===== config.mk =====
export PLATFORM = sky130hd
export DESIGN_NAME = slice_subtractor_16_flat
export DESIGN_NICKNAME = d
export VERILOG_FILES = /design/src/rtl/slice_subtractor_16_pkg.sv /design/src/rtl/slice_subtractor_16_if.sv /design/src/rtl/slice_subtractor_16_sub4_slice.sv /design/src/rtl/slice_subtractor_16.sv /design/src/flat_wrapper.sv
export SDC_FILE = /design/constraint.sdc
export NUM_CORES = 1
export LEC_CHECK = 0
export CAP_MARGIN = 40
export CELL_PAD_IN_SITES_DETAIL_PLACEMENT = 1
export CELL_PAD_IN_SITES_GLOBAL_PLACEMENT = 1
export CORE_UTILIZATION = 30
export CTS_BUF_LIST = sky130_fd_sc_hd__clkbuf_4
export DETAILED_ROUTE_END_ITERATION = 10
export PLACE_DENSITY_LB_ADDON = 0.05
export SLEW_MARGIN = 0
export SYNTH_ARGS = -nofsm -noshare
export SYNTH_HDL_FRONTEND = slang
export SYNTH_HIERARCHICAL = 1
export SYNTH_SLANG_ARGS = --single-unit

===== constraint.sdc =====
create_clock -name clk -period 4.3 [get_ports clk]
set_input_delay 0.86 -clock clk [delete_from_list [all_inputs] [get_ports clk]]
set_output_delay 0.86 -clock clk [all_outputs]
set_load 0.005 [all_outputs]

===== src/rtl/slice_subtractor_16_pkg.sv =====
// Shared constants and state encoding for the slice-serial 16-bit subtractor.
package slice_subtractor_16_pkg;
  localparam int WIDTH      = 16;
  localparam int SLICE_W    = 4;
  localparam int NUM_SLICES = 4;

  typedef enum logic [1:0] {
    IDLE = 2'd0,
    RUN  = 2'd1,
    DONE = 2'd2
  } state_t;
endpackage


===== src/rtl/slice_subtractor_16_if.sv =====
// Request/result bundle for slice_subtractor_16; the master drives operands, the slave returns results.
interface slice_subtractor_16_if;
  import slice_subtractor_16_pkg::*;

  logic             start;
  logic [WIDTH-1:0] a;
  logic [WIDTH-1:0] b;
  logic             bin;
  logic             busy;
  logic             done;
  logic [WIDTH-1:0] diff;
  logic             bout;
  logic             zero;
  logic             ovf;

  modport master (output start, a, b, bin, input busy, done, diff, bout, zero, ovf);
  modport slave  (input start, a, b, bin, output busy, done, diff, bout, zero, ovf);
endinterface


===== src/rtl/slice_subtractor_16_sub4_slice.sv =====
// Combinational 4-bit subtract-with-borrow: o_d = i_x - i_y - i_bi, o_bo set on underflow.
module sub4_slice
  import slice_subtractor_16_pkg::*;
(
  input  logic [SLICE_W-1:0] i_x,
  input  logic [SLICE_W-1:0] i_y,
  input  logic               i_bi,
  output logic [SLICE_W-1:0] o_d,
  output logic               o_bo
);
  logic [SLICE_W:0] w_full;

  // One extra bit catches the wrap below zero, which is exactly the borrow-out.
  assign w_full = {1'b0, i_x} - {1'b0, i_y} - {{SLICE_W{1'b0}}, i_bi};
  assign o_d    = w_full[SLICE_W-1:0];
  assign o_bo   = w_full[SLICE_W];
endmodule


===== src/rtl/slice_subtractor_16.sv =====
// Slice-serial 16-bit subtractor: one 4-bit slice per clock through a single shared sub4_slice.
// Optional flag outputs (zero, ovf) are enabled by defining SLICE_SUB_FLAGS_EN.
module slice_subtractor_16
  import slice_subtractor_16_pkg::*;
(
  input  logic                  clk,
  input  logic                  rst_n,
  slice_subtractor_16_if.slave  bus
);
  localparam int ACC_W = WIDTH - SLICE_W;

  state_t             r_state;
  logic [1:0]         r_cnt;
  logic [WIDTH-1:0]   r_a;
  logic [WIDTH-1:0]   r_b;
  logic               r_borrow;
  logic [ACC_W-1:0]   r_acc;
  logic [WIDTH-1:0]   r_diff;
  logic               r_bout;
  logic               r_zero;
  logic               r_ovf;
  logic               r_busy;
  logic               r_done;

  logic [SLICE_W-1:0] w_x;
  logic [SLICE_W-1:0] w_y;
  logic [SLICE_W-1:0] w_d;
  logic               w_bo;
  logic [WIDTH-1:0]   w_diffFull;
  logic               w_zeroNext;
  logic               w_ovfNext;

  assign w_x = r_a[{r_cnt, 2'b00} +: SLICE_W];
  assign w_y = r_b[{r_cnt, 2'b00} +: SLICE_W];

  sub4_slice u_slice (
    .i_x  (w_x),
    .i_y  (w_y),
    .i_bi (r_borrow),
    .o_d  (w_d),
    .o_bo (w_bo)
  );

  // Only meaningful on the final slice, when w_d is the top nibble.
  assign w_diffFull = {w_d, r_acc};

`ifdef SLICE_SUB_FLAGS_EN
  assign w_zeroNext = (w_diffFull == '0);
  assign w_ovfNext  = (r_a[WIDTH-1] != r_b[WIDTH-1]) && (w_diffFull[WIDTH-1] != r_a[WIDTH-1]);
`else
  assign w_zeroNext = 1'b0;
  assign w_ovfNext  = 1'b0;
`endif

  always_ff @(posedge clk or negedge rst_n) begin
    if (!rst_n) begin
      r_state  <= IDLE;
      r_cnt    <= 2'd0;
      r_a      <= '0;
      r_b      <= '0;
      r_borrow <= 1'b0;
      r_acc    <= '0;
      r_diff   <= '0;
      r_bout   <= 1'b0;
      r_zero   <= 1'b0;
      r_ovf    <= 1'b0;
      r_busy   <= 1'b0;
      r_done   <= 1'b0;
    end else begin
      case (r_state)
        IDLE, DONE: begin
          r_done <= 1'b0;
          if (bus.start) begin
            r_a      <= bus.a;
            r_b      <= bus.b;
            r_borrow <= bus.bin;
            r_cnt    <= 2'd0;
            r_acc    <= '0;
            r_busy   <= 1'b1;
            r_state  <= RUN;
          end else begin
            r_busy  <= 1'b0;
            r_state <= IDLE;
          end
        end
        RUN: begin
          r_borrow <= w_bo;
          r_cnt    <= r_cnt + 2'd1;
          // Lower nibbles stay private in r_acc; diff only changes on the final slice.
          case (r_cnt)
            2'd0: r_acc[3:0]  <= w_d;
            2'd1: r_acc[7:4]  <= w_d;
            2'd2: r_acc[11:8] <= w_d;
            default: begin
              r_diff  <= w_diffFull;
              r_bout  <= w_bo;
              r_zero  <= w_zeroNext;
              r_ovf   <= w_ovfNext;
              r_busy  <= 1'b0;
              r_done  <= 1'b1;
              r_state <= DONE;
            end
          endcase
        end
        default: begin
          r_busy  <= 1'b0;
          r_done  <= 1'b0;
          r_state <= IDLE;
        end
      endcase
    end
  end

  assign bus.busy = r_busy;
  assign bus.done = r_done;
  assign bus.diff = r_diff;
  assign bus.bout = r_bout;
  assign bus.zero = r_zero;
  assign bus.ovf  = r_ovf;
endmodule


===== src/flat_wrapper.sv =====
// flat-port wrapper written by rule: the top's interface ports become plain ports
module slice_subtractor_16_flat import slice_subtractor_16_pkg::*;
  (clk, rst_n, bus_start, bus_a, bus_b, bus_bin, bus_busy, bus_done, bus_diff, bus_bout, bus_zero, bus_ovf);
  slice_subtractor_16_if bus_i ();
  input  logic clk;
  input  logic rst_n;
  input wire logic [$bits(bus_i.start)-1:0] bus_start;
  input wire logic [$bits(bus_i.a)-1:0] bus_a;
  input wire logic [$bits(bus_i.b)-1:0] bus_b;
  input wire logic [$bits(bus_i.bin)-1:0] bus_bin;
  output wire logic [$bits(bus_i.busy)-1:0] bus_busy;
  output wire logic [$bits(bus_i.done)-1:0] bus_done;
  output wire logic [$bits(bus_i.diff)-1:0] bus_diff;
  output wire logic [$bits(bus_i.bout)-1:0] bus_bout;
  output wire logic [$bits(bus_i.zero)-1:0] bus_zero;
  output wire logic [$bits(bus_i.ovf)-1:0] bus_ovf;
  assign bus_i.start = bus_start;
  assign bus_i.a = bus_a;
  assign bus_i.b = bus_b;
  assign bus_i.bin = bus_bin;
  assign bus_busy = bus_i.busy;
  assign bus_done = bus_i.done;
  assign bus_diff = bus_i.diff;
  assign bus_bout = bus_i.bout;
  assign bus_zero = bus_i.zero;
  assign bus_ovf = bus_i.ovf;
  slice_subtractor_16 u_core (.clk(clk), .rst_n(rst_n), .bus(bus_i));
endmodule

After elaboration in Yosys (flattened, before gate mapping)

Cells that the tools add are included.

Word-level logic and storage cells: 55
Register bits: 68
Input bits: 36
Output and inout bits: 21

Muxes and demuxes: 17
Add/subtract/negate cells: 3
Equality and inequality tests: 9
Bitwise gates (word level): 1
Shift-type cells: 2
Reductions and logical operators: 11

Operators with widths:

| operator                                                                 | number |
|---|---|
| 16-bit by 5-bit indexed part select with 4-bit output                    | 2 |
| 12-bit one-hot mux with 2 select lines                                   | 1 |
| 12-bit two-way mux                                                       | 1 |
| 4-bit two-way mux                                                        | 3 |
| 3-bit AND reduction                                                      | 3 |
| 2-bit inequality test (second input constant)                            | 4 |
| 2-bit one-hot mux with 2 select lines                                    | 2 |
| 1-bit two-way mux                                                        | 6 |
| 2-bit AND reduction                                                      | 3 |
| 4-bit by 4-bit subtractor with 5-bit output                              | 1 |
| 5-bit by 1-bit subtractor with 5-bit output                              | 1 |
| 2-bit by 1-bit == test with 1-bit output (second input constant)         | 2 |
| 2-bit == test (second input constant)                                    | 2 |
| 2-bit zero test                                                          | 2 |
| 2-bit two-way mux                                                        | 2 |
| 1-bit one-hot mux with 2 select lines                                    | 2 |
| 3-bit OR reduction                                                       | 1 |
| 2-bit by 1-bit adder with 2-bit output (second input constant)           | 1 |
| 2-bit by 1-bit inequality test with 1-bit output (second input constant) | 1 |
| 2-bit nonzero test                                                       | 1 |
| 2-bit OR reduction                                                       | 1 |
| 1-bit inverter                                                           | 1 |

Longest topological paths before layout

Gate-level depths: netlist of run 1.

Word-level depth: 5
Mapped depth: 11
Depth with buffers taken out: 10

Cells and area by module

The synthesis of run 1 kept the hierarchy.

By module, submodules not included:

| module              | sequential area each (µm²) | area each (µm²) | cells an instance | instances |
|---|---|---|---|---|
| slice_subtractor_16 | 1701.6                     | 3308.2          | 217               | 1 |
| sub4_slice          | 0.0                        | 207.7           | 24                | 1 |

Worst setup path before layout of run 1

OpenSTA, ideal clock, no wires.

Path type: reg2reg
Start: register u_core.r_cnt[0]
End: register u_core.r_bout, in the netlist u_core/bus.bout
Required time: 4.175 ns
Period minus slack after synthesis: 2.734 ns
Slack: 1.566 ns
Buffers on the path: 1
Setup time: 0.125 ns
Stages on the path, launching flop included: 9
Arrival: 2.610 ns
Path through: dfrtp_1 -> buf_4 -> mux4_2 -> fa_1 -> fa_1 -> nand2b_1 -> a21oi_2 -> xor2_1 -> mux2_2

Elaborated cells on any way between the ends: 10
Those cells by class: add/sub: 2; eq/ne: 2; shift: 2; bitwise: 1; reduce/logical: 3

RTL lines:

| item                                                  | line                                 | source |
|---|---|---|
| start, declared                                       | slice_subtractor_16.sv:13            | `logic [1:0] r_cnt;` |
| start signal, assigned                                | slice_subtractor_16.sv:88            | `r_cnt <= r_cnt + 2'd1;` |
| 16-bit by 5-bit indexed part select with 4-bit output | slice_subtractor_16.sv:33            | `assign w_x = r_a[{r_cnt, 2'b00} +: SLICE_W];` |
| net u_core.w_x[0]                                     | slice_subtractor_16.sv:25            | `logic [SLICE_W-1:0] w_x;` |
| 4-bit by 4-bit subtractor with 5-bit output           | slice_subtractor_16_sub4_slice.sv:14 | `assign w_full = {1'b0, i_x} - {1'b0, i_y} - {{SLICE_W{1'b0}}, i_bi};` |
| 5-bit by 1-bit subtractor with 5-bit output           | slice_subtractor_16_sub4_slice.sv:14 |  |
| net u_core.w_bo                                       | slice_subtractor_16.sv:28            | `logic w_bo;` |
| end signal, assigned                                  | slice_subtractor_16.sv:96            | `r_bout <= w_bo;` |
| end, declared                                         | slice_subtractor_16.sv:19            | `logic r_bout;` |

The timed path passes the listed nets, and every way through them passes these cells.
A chain may end at the register's enable or synchronous reset.

Worst setup path after layout of run 1

Start: register u_core.r_cnt[0]
End: register u_core.r_borrow

Cells in the longest elaborated chain, start to end: 4
Elaborated cells on any way between the ends: 5
Those cells by class: add/sub: 2; shift: 2; mux: 1

RTL lines:

| item                                                  | line                                 | source |
|---|---|---|
| 16-bit by 5-bit indexed part select with 4-bit output | slice_subtractor_16.sv:33            |  |
| net u_core.w_x[0]                                     | slice_subtractor_16.sv:25            |  |
| 4-bit by 4-bit subtractor with 5-bit output           | slice_subtractor_16_sub4_slice.sv:14 |  |
| 5-bit by 1-bit subtractor with 5-bit output           | slice_subtractor_16_sub4_slice.sv:14 |  |
| net u_core.w_bo                                       | slice_subtractor_16.sv:28            |  |
| 1-bit one-hot mux with 2 select lines                 | slice_subtractor_16.sv:70            | `case (r_state)` |
| end signal, assigned                                  | slice_subtractor_16.sv:76            | `r_borrow <= bus.bin;` |
| end signal, assigned                                  | slice_subtractor_16.sv:87            | `r_borrow <= w_bo;` |
| end, declared                                         | slice_subtractor_16.sv:16            | `logic r_borrow;` |

The timed path passes the listed nets, and every way through them passes these cells.

==> flow_summary.rst, run 1 <==
.. list-table::
   :header-rows: 1

   * - Metric
     - Value
   * - Post-cts resize count
     - 0
   * - WHS
     - 0.392 ns
   * - Max cap viols
     - 0
   * - Ys async rst share
     - 100%
   * - Number of antenna violations at the first check in global routing
     - 0
   * - Leakage Power
     - 0.00188 uW
   * - Residual overflow from global routing
     - 0
   * - Final worst-path cycle share
     - 70.9%
   * - Maximum fanout count along the critical path
     - 10
   * - Buffer levels on the longest clock path
     - 2
   * - Part of the power in registers
     - 32.2%
   * - Via count of the first global-routing pass
     - between 2,000 and 2,500
   * - Combined area of all synthesized cells
     - 3520 um2
   * - Overall power after layout
     - 3510 uW
   * - Predominant post-synthesis flop cell
     - sky130_fd_sc_hd__dfrtp_1
   * - Category of cells accounting for the largest share of critical-path delay
     - adder cells
   * - Worst Path Required
     - 4.65 ns
   * - CTS H-tree lvls
     - 3
   * - Number of distinct library cells after synthesis
     - 32
   * - Worst setup EP type
     - register
   * - Hold_buf cts
     - 0
   * - EDFF count, synth
     - 0
   * - Antenna Violating Nets Remaining
     - 0
   * - First-pass GRT wire length
     - roughly 12,000 um
   * - Count of buffers from port buffering
     - 54
   * - Least-Margin Pin Slew
     - 0.600 ns
   * - Peak per-stage delay on the critical path
     - 0.66 ns
   * - Number of top-level design ports
     - 57
   * - Area added between synthesis and finish
     - 20.9%
   * - Net switching share of the total power
     - roughly two fifths
   * - Portion of the post-synthesis area used by sequential elements
     - 48.4%
   * - List of cells traversed by the critical path
     - mux4_2 > fa_1 > fa_1 > nand2b_1 > a21oi_2 > xor2_1 > mux2i_1 > mux2i_1
   * - Switching pwr
     - between 1000 and 1500 uW
   * - Cell with the largest stage delay on the worst path
     - sky130_fd_sc_hd__dfrtp_1
   * - Highest attainable clock frequency
     - around 330 MHz
   * - Rel. slew slack
     - 60.0%
   * - Maximum number of pins on one net before global-route repair
     - 47
   * - Aggregate routed wire length
     - 7440 um
   * - Routability cong.
     - 0.710
   * - Die boundary height
     - 110 um
   * - Post-detailed-route wirelength per cell
     - around 17 um
   * - Post-detailed-placement half-perimeter wirelength
     - 5070 um
   * - Core Region
     - 11,400 um2
   * - Layout filler cell count
     - 1,220
   * - Sequential cell area
     - ~1700 um2
   * - Buffers plus inverters on the worst setup path
     - 0
   * - Number of remaining DRC errors
     - 0
   * - Portion of total power attributed to the clock network
     - 11.6%
   * - Clock network latency to the later pin of the worst-skew pair
     - approximately 0.43 ns
   * - Post-synthesis average cell area
     - 14.6 um2
   * - PwrDens
     - just over 800 nW/um2
   * - Largest vdd supply drop
     - 0.454 mV
   * - Total die area
     - roughly 12,000 um2
   * - CTS clk-pin slew, worst paths
     - 0.12 ns
   * - Share of power burned in combinational logic
     - 56.3%
   * - Hold Violations, Final
     - 0
   * - Std cell rows
     - 39
   * - Count of warnings emitted by yosys
     - 6
   * - Vias
     - around 2,100
   * - Worst clock skew
     - 0.0143 ns
   * - Layout net count
     - 345
   * - Vias per Instance
     - approximately 4.7
   * - Fraction of layout cells with a size suffix above 1
     - 28.5%
   * - Startpoint type of the worst setup path
     - register
   * - Internal power component
     - roughly 2100 uW
   * - Starting density of the core
     - between 30 and 40%
   * - Diode insertion count for antenna repair
     - 0
   * - Setup Buffers After CTS
     - 0
   * - #FFs+latches synth
     - roughly 70
   * - Status
     - finished clean
   * - Number of buffers inserted during clock tree synthesis
     - 9
   * - Clock tree root buffer cell
     - sky130_fd_sc_hd__clkbuf_4
   * - Type of the tightest min-delay check
     - in -> async
   * - Total count of max-transition violations in the final report
     - 0
   * - Area taken by multi-input logic gates
     - ~1600 um2
   * - Fin crit period
     - 3.05 ns
   * - Setup repair after global routing missed its margin
     - no
   * - Initial DRC Count
     - 59
   * - Sum of negative setup slack
     - 0 ns
   * - Data arrival time of the critical path
     - 3.40 ns
   * - TritonRoute pass-1 iters
     - 4
   * - Total routing usage reported by global routing
     - roughly 14%
   * - Clock sink total
     - 68
   * - TritonCTS clock tree
     - yes
   * - Final count of negative-setup-slack endpoints
     - 0
   * - WS Path Type
     - reg -> reg
   * - Horizontal die dimension
     - roughly 110 um
   * - Syn Inst Count
     - 241
   * - Core occupancy in the finished layout
     - between 30% and 40%
layer usage:
| layer | vias to the layer above | GRT usage [%] | part of all wire (%) |
|---|---|---|---|
| met5 | - | 0 | 0 |
| li1 | 971 | - | - |
| met2 | 41 | 21.7 | 47 |
| met4 | 0 | 7.05 | 2.3 |
| met3 | 10 | 2.29 | 2.8 |
| met1 | 1084 | 18.3 | 48 |
cell usage after synthesis (2+ instances only):
cell / number / area (um2)
sky130_fd_sc_hd__buf_4: 5 / 37.5
sky130_fd_sc_hd__nor3b_1: 3 / 22.5
sky130_fd_sc_hd__or3b_2: 4 / 35.0
sky130_fd_sc_hd__mux2_2: 12 / 135
sky130_fd_sc_hd__inv_1: 11 / 41.3
sky130_fd_sc_hd__dfrtp_1: 68 / 1700
sky130_fd_sc_hd__fa_1: 2 / 40.0
sky130_fd_sc_hd__buf_12: 3 / 60.1
sky130_fd_sc_hd__mux2_4: 37 / 556
sky130_fd_sc_hd__a21o_1: 2 / 15.0
sky130_fd_sc_hd__nand4b_1: 12 / 105
sky130_fd_sc_hd__buf_6: 3 / 33.8
sky130_fd_sc_hd__xor2_1: 4 / 35.0
sky130_fd_sc_hd__or3b_1: 8 / 70.1
sky130_fd_sc_hd__nand2_1: 12 / 45.0
sky130_fd_sc_hd__ha_1: 10 / 125
sky130_fd_sc_hd__nor2b_1: 3 / 18.8
sky130_fd_sc_hd__mux2i_1: 5 / 50.1
sky130_fd_sc_hd__buf_2: 5 / 25.0
sky130_fd_sc_hd__nand2b_1: 2 / 12.5
sky130_fd_sc_hd__mux4_2: 8 / 180
sky130_fd_sc_hd__o211ai_1: 12 / 90.1
sequential cells by signal, indices dropped and copies added (netlist names):
signal,flops
u_core/bus.bout,1
u_core/r_cnt,2
u_core/r_b,16
u_core/bus.busy,1
u_core/bus.diff,16
u_core/r_borrow,1
u_core/r_state,2
u_core/r_a,16
u_core/bus.done,1
u_core/r_acc,12
final timing paths:
path	to	cells past startpoint	startpoint	slack [ns]
worst max-delay path	u_core/r_borrow	8	u_core/r_cnt[0]	1.25
worst min-delay path	u_core/bus.diff[5]	1	rst_n	0.39
worst max register to register	u_core/r_borrow	8	u_core/r_cnt[0]	1.25
worst min register to register	u_core/bus.busy	1	u_core/bus.busy	0.50
max in group asynchronous	u_core/r_cnt[1]	2	rst_n	2.89
min in group clk	u_core/bus.busy	1	u_core/bus.busy	0.50
kinds of logic after synthesis:
logic type                 count (synthesis)  synth area share (%)
DFF                                       68                  48.4
buffers and inverters                     28                  5.73
xor gates and xnor gates                   5                  1.25
AOI/OAI and AO/OA                         16                  3.38
and+or+nand+nor                           49                  10.2
other                                      1                 0.107
adders and majority gates                 12                  4.70
muxes                                     62                  26.2
power by group through the flow:
stage | logic, uW | registers, uW | clock network [uW]
after floorplan | 1510 | 1060 | 0
after global placement | 2000 | 1160 | 0
after detailed placement | 2020 | 1160 | 0
after CTS | 2030 | 1140 | 431
after global routing | 2190 | 1180 | 448
final | 1970 | 1130 | 405
worst reg2reg max path: stages (launching register included):
cell and delay (ns):
sky130_fd_sc_hd__dfrtp_1 0.66, sky130_fd_sc_hd__mux4_2 0.61, sky130_fd_sc_hd__fa_1 0.48, sky130_fd_sc_hd__fa_1 0.42, sky130_fd_sc_hd__nand2b_1 0.18, sky130_fd_sc_hd__a21oi_2 0.16, sky130_fd_sc_hd__xor2_1 0.25, sky130_fd_sc_hd__mux2i_1 0.10
sky130_fd_sc_hd__mux2i_1 0.13
cell usage in the layout (no fill, tap or decap):
cell,instances
sky130_fd_sc_hd__a21o_1,2
sky130_fd_sc_hd__a21oi_2,1
sky130_fd_sc_hd__buf_2,1
sky130_fd_sc_hd__buf_4,7
sky130_fd_sc_hd__bufinv_16,1
sky130_fd_sc_hd__clkbuf_4,9
sky130_fd_sc_hd__clkdlybuf4s50_1,53
sky130_fd_sc_hd__clkinv_1,2
sky130_fd_sc_hd__clkinv_2,4
sky130_fd_sc_hd__conb_1,2
sky130_fd_sc_hd__dfrtp_1,68
sky130_fd_sc_hd__fa_1,2
sky130_fd_sc_hd__ha_1,10
sky130_fd_sc_hd__inv_1,11
sky130_fd_sc_hd__mux2_2,12
sky130_fd_sc_hd__mux2_4,37
sky130_fd_sc_hd__mux2i_1,5
sky130_fd_sc_hd__mux4_2,8
sky130_fd_sc_hd__nand2_1,12
sky130_fd_sc_hd__nand2b_1,2
sky130_fd_sc_hd__nand3b_1,1
sky130_fd_sc_hd__nand3b_4,1
sky130_fd_sc_hd__nand4b_1,12
sky130_fd_sc_hd__nor2_1,1
sky130_fd_sc_hd__nor2b_1,3
sky130_fd_sc_hd__nor2b_4,1
sky130_fd_sc_hd__nor3b_1,3
sky130_fd_sc_hd__o211ai_1,12
sky130_fd_sc_hd__o21ai_0,1
sky130_fd_sc_hd__or2_1,1
sky130_fd_sc_hd__or3b_1,8
sky130_fd_sc_hd__or3b_2,4
sky130_fd_sc_hd__xnor2_1,1
sky130_fd_sc_hd__xor2_1,4
area by class of cell:
cell class / count / share of cell area, %
repair buffers: 61 / 13.8
flip-flops and latches: 68 / 40.0
multi-input cells: 146 / 38.0
clock buffers: 9 / 1.59
inverters: 11 / 0.971
well taps: 143 / 4.21
clock inverters: 7 / 1.35
through the flow:
step	std cells	worst slack [ns]	cell area (um2)
4_1_cts	445	1.15	4250
3_5_place_dp	429	1.17	4130
6_report	445	1.25	4250
3_3_place_gp	429	1.24	4130
5_1_grt	445	1.04	4250
2_1_floorplan	242	1.57	3520
No activity file was read; power rests on OpenSTA's default activity.
==> run 2: changes to the inputs <==
==> constraint.sdc (replaced) <==
create_clock -name clk -period 2.71 [get_ports clk]
set_input_delay 0.542 -clock clk [delete_from_list [all_inputs] [get_ports clk]]
set_output_delay 0.542 -clock clk [all_outputs]
set_load 0.005 [all_outputs]
==> flow_summary.rst, run 2 (synthesis gave the netlist of run 1 again) <==
.. list-table::
   :header-rows: 1

   * - Metric
     - Value
   * - Fin crit period
     - 2.55 ns (was 3.05 ns)
   * - Std cell rows
     - 39 (unchanged)
   * - PwrDens
     - 1370 nW/um2 (was 825 nW/um2)
   * - List of cells traversed by the critical path
     - buf_6 > mux4_2 > inv_2 > fa_2 > inv_1 > ha_1 > o21ai_2 > nand3b_1 > xor2_2 > mux2_2 (was mux4_2 > fa_1 > fa_1 > nand2b_1 > a21oi_2 > xor2_1 > mux2i_1 > mux2i_1)
   * - TritonRoute pass-1 iters
     - 3 (was 4)
   * - TritonCTS clock tree
     - yes (unchanged)
   * - Clock network latency to the later pin of the worst-skew pair
     - 0.43 ns (about the same)
   * - Count of buffers from port buffering
     - 54 (unchanged)
   * - WHS
     - 0.104 ns (was 0.392 ns)
   * - Sum of negative setup slack
     - 0 ns (unchanged)
   * - Terminus of the critical flop-to-flop path
     - u_core/bus.diff[15] (was u_core/r_borrow)
   * - Category of cells accounting for the largest share of critical-path delay
     - adder cells (unchanged)
   * - Highest attainable clock frequency
     - 392 MHz (was 328 MHz)
   * - Commonest cells after routing, fill and taps aside
     - 67 x sky130_fd_sc_hd__dfrtp_1, 53 x sky130_fd_sc_hd__clkdlybuf4s50_1, 37 x sky130_fd_sc_hd__mux2_4 (was 68 x sky130_fd_sc_hd__dfrtp_1, 53 x sky130_fd_sc_hd__clkdlybuf4s50_1, 37 x sky130_fd_sc_hd__mux2_4)
   * - Diode insertion count for antenna repair
     - 0 (unchanged)
   * - Antenna Violating Nets Remaining
     - 0 (unchanged)
   * - Vias
     - 2,105 (was 2,106)
   * - Aggregate routed wire length
     - 7350 um (was 7440 um)
   * - Worst R2R Start
     - u_core/r_cnt[0] (unchanged)
   * - Cell with the largest stage delay on the worst path
     - sky130_fd_sc_hd__fa_2 (was sky130_fd_sc_hd__dfrtp_1)
   * - Horizontal die dimension
     - 110 um (unchanged)
   * - Starting density of the core
     - 30.8% (unchanged)
   * - Final count of negative-setup-slack endpoints
     - 0 (unchanged)
   * - Final worst-path cycle share
     - 94.2% (was 70.9%)
   * - Residual overflow from global routing
     - 0 (unchanged)
   * - Buffer levels on the longest clock path
     - 2 (unchanged)
   * - Layout net count
     - 349 (was 345)
   * - Via count of the first global-routing pass
     - 2,207 (was 2,217)
   * - Leakage Power
     - 0.00190 uW (was 0.00188 uW)
   * - Fraction of layout cells with a size suffix above 1
     - 30.9% (was 28.5%)
   * - Buffers plus inverters on the worst setup path
     - 3 (was 0)
   * - Total count of max-transition violations in the final report
     - 0 (unchanged)
   * - Initial DRC Count
     - 44 (was 59)
   * - Worst clock skew
     - 0.0126 ns (was 0.0143 ns)
   * - Data arrival time of the critical path
     - 2.86 ns (was 3.40 ns)
   * - FF-to-FF setup slack
     - 0.16 ns (was 1.25 ns)
   * - Max cap viols
     - 0 (unchanged)
   * - Worst setup EP type
     - register (unchanged)
   * - Type of the tightest min-delay check
     - in -> async (unchanged)
   * - Post-detailed-route wirelength per cell
     - 16.4 um (was 16.7 um)
   * - Routability cong.
     - 0.720 (was 0.710)
   * - Total routing usage reported by global routing
     - 13.6% (was 13.8%)
   * - Vias per Instance
     - 4.71 (was 4.73)
   * - Clock sink total
     - 68 (unchanged)
   * - Peak per-stage delay on the critical path
     - 0.56 ns (was 0.66 ns)
   * - Core Region
     - 11,400 um2 (unchanged)
   * - Hold_buf cts
     - 0 (unchanged)
   * - CTS clk-pin slew, worst paths
     - 0.11 ns (was 0.12 ns)
   * - Startpoint type of the worst setup path
     - register (unchanged)
   * - Worst Path Required
     - 3.02 ns (was 4.65 ns)
   * - Hold Violations, Final
     - 0 (unchanged)
   * - Least-Margin Pin Slew
     - 0.567 ns (was 0.600 ns)
   * - Largest vdd supply drop
     - 0.494 mV (was 0.454 mV)
   * - Rel. slew slack
     - 62.2% (was 60.0%)
   * - Number of remaining DRC errors
     - 0 (unchanged)
   * - Number of top-level design ports
     - 57 (unchanged)
   * - Status
     - finished clean (unchanged)
   * - CTS H-tree lvls
     - 3 (unchanged)
   * - Setup repair after global routing missed its margin
     - no (unchanged)
   * - Maximum number of pins on one net before global-route repair
     - 47 (unchanged)
   * - First-pass GRT wire length
     - 12,000 um (was 12,100 um)
   * - Most common cell after layout, fill and taps aside
     - sky130_fd_sc_hd__dfrtp_1 (unchanged)
   * - Clock tree root buffer cell
     - sky130_fd_sc_hd__clkbuf_4 (unchanged)
   * - Die boundary height
     - 110 um (unchanged)
   * - Total die area
     - 12,200 um2 (unchanged)
   * - Post-detailed-placement half-perimeter wirelength
     - 5080 um (was 5070 um)
   * - Number of cells on the worst reg-to-reg path
     - 10 (was 8)
   * - WS Path Type
     - reg -> reg (unchanged)
   * - Maximum fanout count along the critical path
     - 4 (was 10)
   * - Layout filler cell count
     - 1,210 (was 1,220)
   * - Number of antenna violations at the first check in global routing
     - 0 (unchanged)
   * - Number of buffers inserted during clock tree synthesis
     - 9 (unchanged)
   * - Area added between synthesis and finish
     - 23.0% (was 20.9%)
[run 2: cell count changes in the layout (fill, tap and decap cells not counted), moves of 2 or more]
cell / delta
sky130_fd_sc_hd__fa_1: -2
sky130_fd_sc_hd__buf_6: +2
sky130_fd_sc_hd__buf_12: +2
sky130_fd_sc_hd__clkinv_2: -3
sky130_fd_sc_hd__fa_2: +2
[run 2: worst reg2reg max path: stages (launching register included)]
cell and delay [ns]:
sky130_fd_sc_hd__dfrtp_2 0.45, sky130_fd_sc_hd__buf_6 0.12, sky130_fd_sc_hd__mux4_2 0.33, sky130_fd_sc_hd__inv_2 0.04, sky130_fd_sc_hd__fa_2 0.56, sky130_fd_sc_hd__inv_1 0.05, sky130_fd_sc_hd__ha_1 0.19, sky130_fd_sc_hd__o21ai_2 0.12
sky130_fd_sc_hd__nand3b_1 0.12, sky130_fd_sc_hd__xor2_2 0.19, sky130_fd_sc_hd__mux2_2 0.27
[run 2: area by class of cell]
type / instances / area (um2) / share of cell area [%]
Inverter: 11 / 41.3 / 0.955
Multi-Input combinational cell: 146 / 1630 / 37.8
Sequential cell: 68 / 1700 / 39.4
Timing Repair Buffer: 65 / 651 / 15.0
Clock inverter: 4 / 42.5 / 0.984
Clock buffer: 10 / 75.1 / 1.74
Tap cell: 143 / 179 / 4.14
[run 2: repair_timing]
action                     4_1_cts  5_1_grt
resized for setup                1        8
setup buffers                    1        0
pin swaps                        0        5
setup endpoints to repair        4        6
[run 2: metrics by stage]
step / setup WS (ns) / power (uW) / instance area, um2 / utilization, % / instances
2_1_floorplan: 0.00844 / 4100 / 3520 / - / 242
3_3_place_gp: 0.0909 / 5200 / 4170 / 36.6 / 432
3_5_place_dp: 0.0190 / 5230 / 4170 / 36.6 / 432
4_1_cts: 0.0319 / 5970 / 4310 / 37.7 / 447
5_1_grt: 0.0139 / 6460 / 4320 / 37.9 / 447
6_report: 0.156 / 5930 / 4320 / 37.9 / 447
[run 2: how the worst max path moves through the flow]
stage | slack (ns) | startpoint | cells after the start | end
floorplan | 0.008 | u_core/r_cnt[0] | 8 | u_core/bus.bout
global placement | 0.09 | u_core/r_cnt[0] | 8 | u_core/r_borrow
detailed placement | 0.02 | u_core/r_cnt[0] | 8 | u_core/r_borrow
CTS | 0.03 | u_core/r_cnt[0] | 8 | u_core/r_borrow
global route | 0.01 | u_core/r_cnt[0] | 11 | u_core/r_acc[3]
finish | 0.16 | u_core/r_cnt[0] | 10 | u_core/bus.diff[15]
[run 2: report_power, final]
part	internal (uW)	total [uW]	leakage, uW	switching [uW]
Clock	275	634	0.0000672	359
Sequential	1480	1780	0.000839	300
Combinational	1910	3510	0.000997	1600
Total	3660	5930	0.00190	2260
[run 2: routing by layer]
metal  vias up  global-route usage (%)  wire [um]
li1        972                       -          -
met1      1080                    16.9       3280
met2        42                    22.2       3670
met3        11                    3.88        258
met4         0                    5.64        140
met5         -                       0          0
==> run 3: changes to the inputs <==
--- a/config.mk
+++ b/config.mk
@@ -8,6 +8,7 @@
 export CAP_MARGIN = 40
 export CELL_PAD_IN_SITES_DETAIL_PLACEMENT = 1
 export CELL_PAD_IN_SITES_GLOBAL_PLACEMENT = 1
+export CORE_MARGIN = 2
 export CORE_UTILIZATION = 30
 export CTS_BUF_LIST = sky130_fd_sc_hd__clkbuf_4
 export DETAILED_ROUTE_END_ITERATION = 10
==> flow_summary.rst, run 3 (synthesis gave the netlist of run 1 again) <==
.. list-table::
   :header-rows: 1

   * - Metric
     - Value
   * - Status
     - finished clean (unchanged)
   * - Number of remaining DRC errors
     - 0 (unchanged)
   * - Number of top-level design ports
     - 57 (unchanged)
   * - Total routing usage reported by global routing
     - 12.9% (was 13.6%)
   * - Starting density of the core
     - 30.8% (unchanged)
   * - Number of antenna violations at the first check in global routing
     - 0 (unchanged)
   * - Peak per-stage delay on the critical path
     - 0.59 ns (was 0.56 ns)
   * - Area added between synthesis and finish
     - 22.5% (was 23.0%)
   * - Final count of negative-setup-slack endpoints
     - 0 (unchanged)
   * - Sum of negative setup slack
     - 0 ns (unchanged)
   * - Vias per Instance
     - 4.70 (was 4.71)
   * - TritonCTS clock tree
     - yes (unchanged)
   * - CTS H-tree lvls
     - 3 (unchanged)
   * - Antenna Violating Nets Remaining
     - 0 (unchanged)
   * - Buffer levels on the longest clock path
     - 2 (unchanged)
   * - Maximum fanout count along the critical path
     - 4 (unchanged)
   * - Number of cells on the worst reg-to-reg path
     - 8 (was 10)
   * - Final instance area
     - 4310 um2 (was 4320 um2)
   * - Worst setup EP type
     - register (unchanged)
   * - FF-to-FF setup slack
     - 0.16 ns (about the same)
   * - Largest vdd supply drop
     - 0.625 mV (was 0.494 mV)
   * - Cell with the largest stage delay on the worst path
     - sky130_fd_sc_hd__fa_2 (unchanged)
   * - Aggregate routed wire length
     - 7510 um (was 7350 um)
   * - TritonRoute pass-1 iters
     - 4 (was 3)
   * - Startpoint type of the worst setup path
     - register (unchanged)
   * - Max cap viols
     - 0 (unchanged)
   * - Die boundary height
     - 112 um (was 110 um)
   * - Initial DRC Count
     - 59 (was 44)
   * - Number of buffers inserted during clock tree synthesis
     - 9 (unchanged)
   * - Clock sink total
     - 68 (unchanged)
   * - Diode insertion count for antenna repair
     - 0 (unchanged)
   * - Worst clock skew
     - 0.0260 ns (was 0.0126 ns)
   * - Category of cells accounting for the largest share of critical-path delay
     - multiplexers (was adder cells)
   * - Via count of the first global-routing pass
     - 2,263 (was 2,207)
   * - Count of buffers from port buffering
     - 54 (unchanged)
   * - Std cell rows
     - 39 (unchanged)
   * - List of cells traversed by the critical path
     - mux4_2 > fa_2 > inv_1 > ha_1 > o21ai_1 > nand3b_1 > xor2_2 > mux2_2 (was buf_6 > mux4_2 > inv_2 > fa_2 > inv_1 > ha_1 > o21ai_2 > nand3b_1 > xor2_2 > mux2_2)
   * - Post-detailed-route wirelength per cell
     - 16.7 um (was 16.4 um)
   * - Worst Path Required
     - 3.04 ns (was 3.02 ns)
   * - Residual overflow from global routing
     - 0 (unchanged)
   * - PwrDens
     - 1350 nW/um2 (was 1370 nW/um2)
   * - Core Region
     - 11,400 um2 (unchanged)
   * - Clock tree root buffer cell
     - sky130_fd_sc_hd__clkbuf_4 (unchanged)
   * - Buffers plus inverters on the worst setup path
     - 1 (was 3)
   * - WS Path Type
     - reg -> reg (unchanged)
   * - Layout net count
     - 350 (was 349)
   * - Vias
     - 2,112 (was 2,105)
   * - Final worst-path cycle share
     - 94.2% (about the same)
   * - Total count of max-transition violations in the final report
     - 0 (unchanged)
   * - Maximum number of pins on one net before global-route repair
     - 69 (was 47)
   * - Post-detailed-placement half-perimeter wirelength
     - 5120 um (was 5080 um)
   * - Commonest cells after routing, fill and taps aside
     - 67 x sky130_fd_sc_hd__dfrtp_1, 53 x sky130_fd_sc_hd__clkdlybuf4s50_1, 37 x sky130_fd_sc_hd__mux2_4 (unchanged)
   * - Leakage Power
     - 0.00190 uW (about the same)
   * - Highest attainable clock frequency
     - 392 MHz (about the same)
   * - Total die area
     - 12,600 um2 (was 12,200 um2)
   * - Type of the tightest min-delay check
     - in -> async (unchanged)
   * - Hold Violations, Final
     - 0 (unchanged)
   * - Clock network latency to the later pin of the worst-skew pair
     - 0.43 ns (about the same)
   * - Fin crit period
     - 2.55 ns (about the same)
   * - Routability cong.
     - 0.713 (was 0.720)
   * - Setup repair after global routing missed its margin
     - no (unchanged)
   * - Fraction of layout cells with a size suffix above 1
     - 30.7% (was 30.9%)
   * - Data arrival time of the critical path
     - 2.88 ns (was 2.86 ns)
   * - CTS clk-pin slew, worst paths
     - 0.13 ns (was 0.11 ns)
   * - First-pass GRT wire length
     - 12,500 um (was 12,000 um)
   * - Critical path depth in cells
     - 8 (was 10)
   * - Placement Cell Area
     - 4180 um2 (was 4170 um2)
   * - Horizontal die dimension
     - 112 um (was 110 um)
   * - Most common cell after layout, fill and taps aside
     - sky130_fd_sc_hd__dfrtp_1 (unchanged)
## run 3: through the flow
step | utilization [%] | instances | hold slack (ns) | total power (uW) | setup slack, ns
after floorplan | - | 242 | 0.246 | 4100 | 0.00844
after global placement | 36.6 | 433 | 0.483 | 5200 | 0.0897
after detailed placement | 36.6 | 433 | 0.491 | 5240 | 0.0264
after CTS | 37.5 | 448 | 0.111 | 5840 | 0.0157
after global routing | 37.7 | 449 | 0.122 | 6370 | 0.00561
final | 37.7 | 449 | 0.117 | 5830 | 0.157
## run 3: what timing repair did
action / in CTS / in global routing
hold buffers: 0 / 0
buffers inserted: 0 / 1
setup endpoints to repair: 0 / 6
resized for setup: 0 / 5
## run 3: cell type report
type / count / area, um2
multi-input combinational: 146 / 1630
inverter: 11 / 41.3
fill: 1205 / 7110
sequential: 68 / 1700
clock inverter: 4 / 17.5
timing repair buffer: 66 / 651
tap: 143 / 179
clock buffer: 11 / 82.6
## run 3: routing by layer
layer,global-route usage (%),routed length [um],up-vias
met1,17.4,3490,1079
met2,20.1,3600,47
met4,4.88,113,0
li1,-,-,979
met3,3.40,315,7
met5,0,0,-
## run 3: final timing paths
kind,start,endpoint
worst max-delay path,u_core/r_cnt[0],u_core/bus.diff[15]
worst min-delay path,rst_n,u_core/r_acc[0]
worst max register to register,u_core/r_cnt[0],u_core/bus.diff[15]
worst min register to register,u_core/bus.busy,u_core/bus.busy
max in group asynchronous,rst_n,u_core/r_cnt[0]
min in group clk,u_core/bus.busy,u_core/bus.busy
## run 3: where the power goes
part / internal, uW / total, uW / switching, uW
clock: 196 / 560 / 364
combinational: 1890 / 3490 / 1600
sequential: 1480 / 1780 / 302
total: 3570 / 5830 / 2260
